$ cat config.mk
export PLATFORM = sky130hd
export DESIGN_NAME = serial_shifter32
export DESIGN_NICKNAME = d
export VERILOG_FILES = /design/src/rtl/serial_shifter32_pkg.sv /design/src/rtl/serial_shifter32_shift1.sv /design/src/rtl/serial_shifter32.sv
export SDC_FILE = /design/constraint.sdc
export NUM_CORES = 1
export LEC_CHECK = 0
export CORE_ASPECT_RATIO = 1.75
export CORE_MARGIN = 2
export CORE_UTILIZATION = 46
export DETAILED_ROUTE_END_ITERATION = 10
export GPL_ROUTABILITY_DRIVEN = 1
export PLACE_DENSITY_LB_ADDON = 0.3
export SYNTH_ARGS = -nofsm -noshare
export SYNTH_HDL_FRONTEND = slang
export SYNTH_SLANG_ARGS = --single-unit
$ cat constraint.sdc
create_clock -name clk -period 4.95 [get_ports clk]
set_input_delay 0.99 -clock clk [delete_from_list [all_inputs] [get_ports clk]]
set_output_delay 0.99 -clock clk [all_outputs]
set_load 0.01 [all_outputs]
$ cat src/rtl/serial_shifter32_pkg.sv
// Shared encodings and default widths for the multicycle serial shifter.
// Imported by the top and by the one-bit shift stage.
package serial_shifter32_pkg;

   localparam int WIDTH_DEF = 32;
   localparam int SHW_DEF   = 5;

   localparam logic [1:0] OP_SLL  = 2'd0;
   localparam logic [1:0] OP_SRL  = 2'd1;
   localparam logic [1:0] OP_SRA  = 2'd2;
   localparam logic [1:0] OP_ROTL = 2'd3;

   typedef enum logic [1:0] {
      S_IDLE  = 2'd0,
      S_SHIFT = 2'd1,
      S_DONE  = 2'd2
   } state_t;

endpackage

$ cat src/rtl/serial_shifter32_shift1.sv
// Combinational single-bit shift stage selected by op.
// The top applies it once per clock to walk the operand to its final position.
module shift1_unit
   import serial_shifter32_pkg::*;
#(
   parameter int WIDTH = WIDTH_DEF
) (
   input  logic [1:0]       op,
   input  logic [WIDTH-1:0] data,
   output logic [WIDTH-1:0] shifted
);

   always_comb begin
      shifted = data;
      case (op)
         OP_SLL:  shifted = {data[WIDTH-2:0], 1'b0};
         OP_SRL:  shifted = {1'b0, data[WIDTH-1:1]};
         OP_SRA:  shifted = {data[WIDTH-1], data[WIDTH-1:1]};
         OP_ROTL: shifted = {data[WIDTH-2:0], data[WIDTH-1]};
         default: shifted = data;
      endcase
   end

endmodule

$ cat src/rtl/serial_shifter32.sv
// Multicycle shift unit: one bit per clock with a start/busy/done handshake.
// The shift operand arrives zero-extended; only its low SHW bits are used as the count.
module serial_shifter32
   import serial_shifter32_pkg::*;
#(
   parameter int WIDTH = WIDTH_DEF,
   parameter int SHW   = SHW_DEF
) (
   input  logic             clk,
   input  logic             reset,
   input  logic             start,
   input  logic [1:0]       op,
   input  logic [WIDTH-1:0] data_in,
   input  logic [WIDTH-1:0] shamt_in,
   output logic             busy,
   output logic             done,
   output logic [WIDTH-1:0] result,
   output logic             shamt_range_err
);

   state_t           state;
   state_t           state_next;
   logic [WIDTH-1:0] work;
   logic [WIDTH-1:0] shifted;
   logic [SHW-1:0]   count;
   logic [1:0]       op_q;
   logic             accept;

   // A new request is taken whenever no shift is in flight, including the done cycle.
   assign accept = start && (state != S_SHIFT);

   shift1_unit #(.WIDTH(WIDTH)) u_shift1 (
      .op      (op_q),
      .data    (work),
      .shifted (shifted)
   );

   always_ff @(posedge clk or posedge reset) begin
      if (reset) begin
         state <= S_IDLE;
      end else begin
         state <= state_next;
      end
   end

   always_comb begin
      state_next = state;
      case (state)
         S_IDLE:  if (start) state_next = S_SHIFT;
         S_SHIFT: if (count == '0) state_next = S_DONE;
         S_DONE:  state_next = start ? S_SHIFT : S_IDLE;
         default: state_next = S_IDLE;
      endcase
   end

   // busy and done come from the next state so both are true flops, not decodes.
   always_ff @(posedge clk or posedge reset) begin
      if (reset) begin
         work            <= '0;
         count           <= '0;
         op_q            <= OP_SLL;
         shamt_range_err <= 1'b0;
         busy            <= 1'b0;
         done            <= 1'b0;
      end else begin
         busy <= (state_next == S_SHIFT);
         done <= (state_next == S_DONE);
         if (accept) begin
            work            <= data_in;
            count           <= shamt_in[SHW-1:0];
            op_q            <= op;
            shamt_range_err <= |shamt_in[WIDTH-1:SHW];
         end else if ((state == S_SHIFT) && (count != '0)) begin
            work  <= shifted;
            count <= count - 1'b1;
         end
      end
   end

   assign result = work;

endmodule

# Word level (Yosys, flattened, before mapping)
# Index checks and enable logic that the tools add are counted.
[classes] addsub=1 eq_ne=9 mux=9 reduce_logical=9
[ops] cell="$pmux W32 S4" count=1
[ops] cell="$mux W32" count=2
[ops] cell="$reduce_or A27 Y1" count=1
[ops] cell="$mux W5" count=2
[ops] cell="$eq A2 B2 Y1 const B" count=4
[ops] cell="$eq A2 B1 Y1 const B" count=3
[ops] cell="$pmux W2 S3" count=1
[ops] cell="$logic_not A5 Y1" count=1
[ops] cell="$reduce_bool A5 Y1" count=1
[ops] cell="$sub A5 B1 Y5 const B" count=1
[ops] cell="$logic_not A2 Y1" count=2
[ops] cell="$mux W2" count=2
[ops] cell="$logic_and A1 B1 Y1" count=2
[ops] cell="$ne A2 B1 Y1 const B" count=1
[ops] cell="$ne A2 B2 Y1 const B" count=1
[ops] cell="$reduce_and A2 Y1" count=1
[ops] cell="$reduce_bool A2 Y1" count=1
[ops] cell="$mux W1" count=1
[totals] regBits=44 inputBits=69 output_inout_bits=35 wordCells=36

# Logic depth before layout (Yosys ltp)
[depth] ltp_word=4 depth_mapped=7 ltp_nobuf=5

# Cells and area by module
# Synthesis repeated with hierarchy kept, for this count alone.
[hier_totals] cells_unflattened=207 area_unflattened_um2=2667.6
[modules_own_cells] mod="serial_shifter32" n_inst=1 cells_per_inst=166 area_each_um2=2118.3 seq_area_each_um2=1101.1
[modules_own_cells] mod="shift1_unit" n_inst=1 cells_per_inst=41 area_each_um2=549.3 seq_area_each_um2=0.0

# Worst setup path after synthesis
# OpenSTA, ideal clock, no wires.
[synth_timing] path_type="input port to flip-flop" startpoint="input start" endpoint="register op_q[0]" setup_time_ns=0.125 t_arrival_ns=1.997 t_required_ns=4.825 slack_ns=2.829 path_stages=4 n_path_buf=1 cell_sequence="clkbuf_1 inv_2 nor2_1 mux2_2"
[synth_via] elab_chain_cells=1
[synth_rtl] item="start: declaration" line_no="serial_shifter32.sv:11" source="input logic start,"
[synth_rtl] item="$logic_and A1 B1 Y1" line_no="serial_shifter32.sv:30" source="assign accept = start && (state != S_SHIFT);"
[synth_rtl] item="end signal: assignment" line_no="serial_shifter32.sv:71" source="op_q <= op;"
[synth_rtl] item="end: declaration" line_no="serial_shifter32.sv:26" source="logic [1:0] op_q;"
# No other way between the ends.
# A chain may end at the register's enable or synchronous reset.

# Final worst setup path
[layout_timing] startpoint="input start" endpoint="register op_q[1]"
# Same word-level chain as after synthesis.

==> flow_metrics.tcl <==
set metrics [dict create \
    pin_count 104 \
    synthAdderAreaFrac_pct 0.510 \
    cts_tree "built" \
    synth_compound_area_share_pct 14.5 \
    met3_usage_pct 3.59 \
    cts_sinks 44 \
    maxSlewHeadroom_pct 31.6 \
    grt_pass1_wl_mm 10.9 \
    finalWirelength_mm 6.57 \
    holdBufCountCts 0 \
    cp_num_cells 4 \
    synth-xor-area-share_pct 0.357 \
    seq_area_um2 1100 \
    rrSetupSlack_ns 2.37 \
    final_area_um2 3560 \
    vdd_drop_max_mv 0.307 \
    drt-wirelength-per-cell_um 16.8 \
    antenna_cells 0 \
    yosysUniqueCellTypes 36 \
    finalWorstSetupSlack_ns 2.26 \
    slowest_delay_ns 0.70 \
    worst-path-max-fanout 36 \
    syn_to_final_growth_pct 45.0 \
    setup_viol_count_final 0 \
    cts_resized 0 \
    path_class "input pin to register" \
    grt_pass1_vias 2348 \
    numPlacedInstances 383 \
    synth_top_family_by_area "multiplexers" \
    via_count 2284 \
    clock_skew_ns 0.00548 \
    leakage_nw 1.59 \
    grt-busiest-layer "met2" \
    yosysWarnings 0 \
    numCtsBuffers 5 \
    clk_pin_slew_ns 0.08 \
    gp_congestion 0.777 \
    design.die.area_um2 5950 \
    cp.required_ns 5.13 \
    synth_edf_count 0 \
    cp_num_buf_inv 2 \
    rsz0062_at_grt "no" \
    cp_top_family "buffers and inverters" \
    use_met2_pct 38.5 \
    post_cts_buffers 0 \
    final_cells 390 \
    drive_above_1_share_pct 5.67 \
    placed_area_um2 3480 \
    grt_start_max_net_pins 45 \
    tns_ns 0 \
    yosys.area.top_type "dfrtp_1" \
    fin_nets 405 \
    whs_path_depth 1 \
    ys_seq_area_share_pct 44.9 \
    synth_top_area_share_pct 44.9 \
    clock_latency_ns 0.30 \
    finalCritPeriodShare_pct 54.4 \
    hp-class "register to register" \
    worst-r2r-cell-count 5 \
    cts-htree-levels 2 \
    fmax_ghz 0.371 \
    fillers 404 \
    yosys.area_share.simple_pct 14.0 \
    cp_slowest_cell "clkdlybuf4s50_1" \
    power_density_nw_per_um2 630 \
    ant_nets 0 \
    muxShareOfSynthArea_pct 15.8 \
    grt.total_usage_pct 23.7 \
    grt.met1_usage_pct 30.2 \
    place.port_buffers 103 \
    multi_input_area_um2 1120 \
    worstSetupEndpointType "register" \
    start_util_pct 47.1 \
    cts_root_buf "clkbuf_8" \
    cts.path.max_buffers 2 \
    finalHoldViolCount 0 \
    drc 0 \
    grt_overflow_total 0 \
    period_needed_ns 2.69 \
    dp_hpwl_mm 4.66 \
    path_cells "clkdlybuf4s50_1 > inv_2 > nor2_1 > mux2_2" \
    cp-start-kind "input pin" \
    synth_nets 311 \
    core_area_um2 5210 \
    drt-vias-per-instance 5.86 \
    netlist_area_um2 2450 \
    rows 35 \
    max_cap_viol_count 0 \
    status "completed" \
    antenna_found_initial 0 \
    die_h_um 101 \
    ys.flop_type "dfrtp_1" \
    drt_iter0_drc 115 \
    synthArstFlopShare_pct 100 \
    netlist_top_cells_area "dfrtp_1 (45%), mux2i_1 (13%), a221oi_1 (11%), nor3_1 (7.3%), inv_1 (5.4%)" \
    syn_inst 241 \
    ys_ff_latch 44 \
    die_x_um 59.2 \
    finalPower_w 0.00224 \
    avgSynthCellArea_um2 10.2 \
    drv_slew 0 \
    first_pass_iters 4 \
    cp.arrival_ns 2.88 \
    dp_slack_ns 1.97 \
    tightest_slew_ns 1.00 \
]
-- sequential cells by signal, summed over array words and instances (netlist names) --
name and cells:
busy 1, op_q 2, count 5, state 2
shamt_range_err 1, done 1, result 32
-- final timing paths --
path,startpoint,endpoint
worst max-delay path,start,op_q[1]$_DFFE_PP0P_
min in group asynchronous,reset,result[12]$_DFFE_PP0P_
worst min register to register,state[0]$_DFF_PP0_,state[0]$_DFF_PP0_
worst max register to register,count[0]$_DFFE_PP0P_,result[21]$_DFFE_PP0P_
worst min-delay path,state[0]$_DFF_PP0_,state[0]$_DFF_PP0_
max in group asynchronous,reset,result[25]$_DFFE_PP0P_
-- kinds of logic after synthesis --
kind of cell | Yosys count
AOI/OAI and AO/OA | 42
DFF | 44
adders and majority gates | 1
and+or+nand+nor | 61
muxes | 37
xor gates and xnor gates | 1
buffers and inverters | 55
-- report_power, final --
part	switching, W	internal (W)
clock	0.000119	0.0000961
sequential	0.000179	0.000531
combinational	0.000627	0.000687
-- cells in the mapped netlist (2+ instances only) --
master and n:
dfrtp_1 44, nor3_1 36, inv_1 35, a221oi_1 32
mux2i_1 32, buf_2 10, nor4_1 6, clkbuf_1 5
mux2_2 4, nor2_1 4, buf_6 3, and3_1 2
and4_1 2, nand2b_1 2, nand3_1 2, o22ai_1 2
-- placed cells by master (no fill, tap or decap), types with 3 or more instances in the layout --
| cell type | n |
|---|---|
| a221oi_1 | 32 |
| clkbuf_8 | 5 |
| inv_1 | 34 |
| dfrtp_1 | 44 |
| clkdlybuf4s50_1 | 103 |
| nor3_1 | 36 |
| nor2_1 | 3 |
| mux2_2 | 4 |
| nor4_1 | 6 |
| mux2i_1 | 32 |
| buf_4 | 3 |
-- stage by stage --
stage | utilization [%] | hold slack, ns
finish | 68.2 | 0.532
global route | 68.2 | 0.573
CTS | 68.2 | 0.532
detailed placement | 66.7 | 0.520
global placement | 66.7 | 0.501
floorplan | - | 0.485
-- cell type report --
cell class,instances,share of cell area (%)
Sequential cell,44,31.0
Clock buffer,6,2.04
Multi-Input combinational cell,142,31.5
Inverter,36,3.80
Clock inverter,1,0.141
Timing Repair Buffer,106,29.6
Tap cell,55,1.94
-- routing by layer --
layer	routed length [um]	part of all wire, %
met1	2640	40
met2	3440	52
met3	341	5.2
met4	139	2.1
met5	0	0
Power figures use the tool's default switching activity.
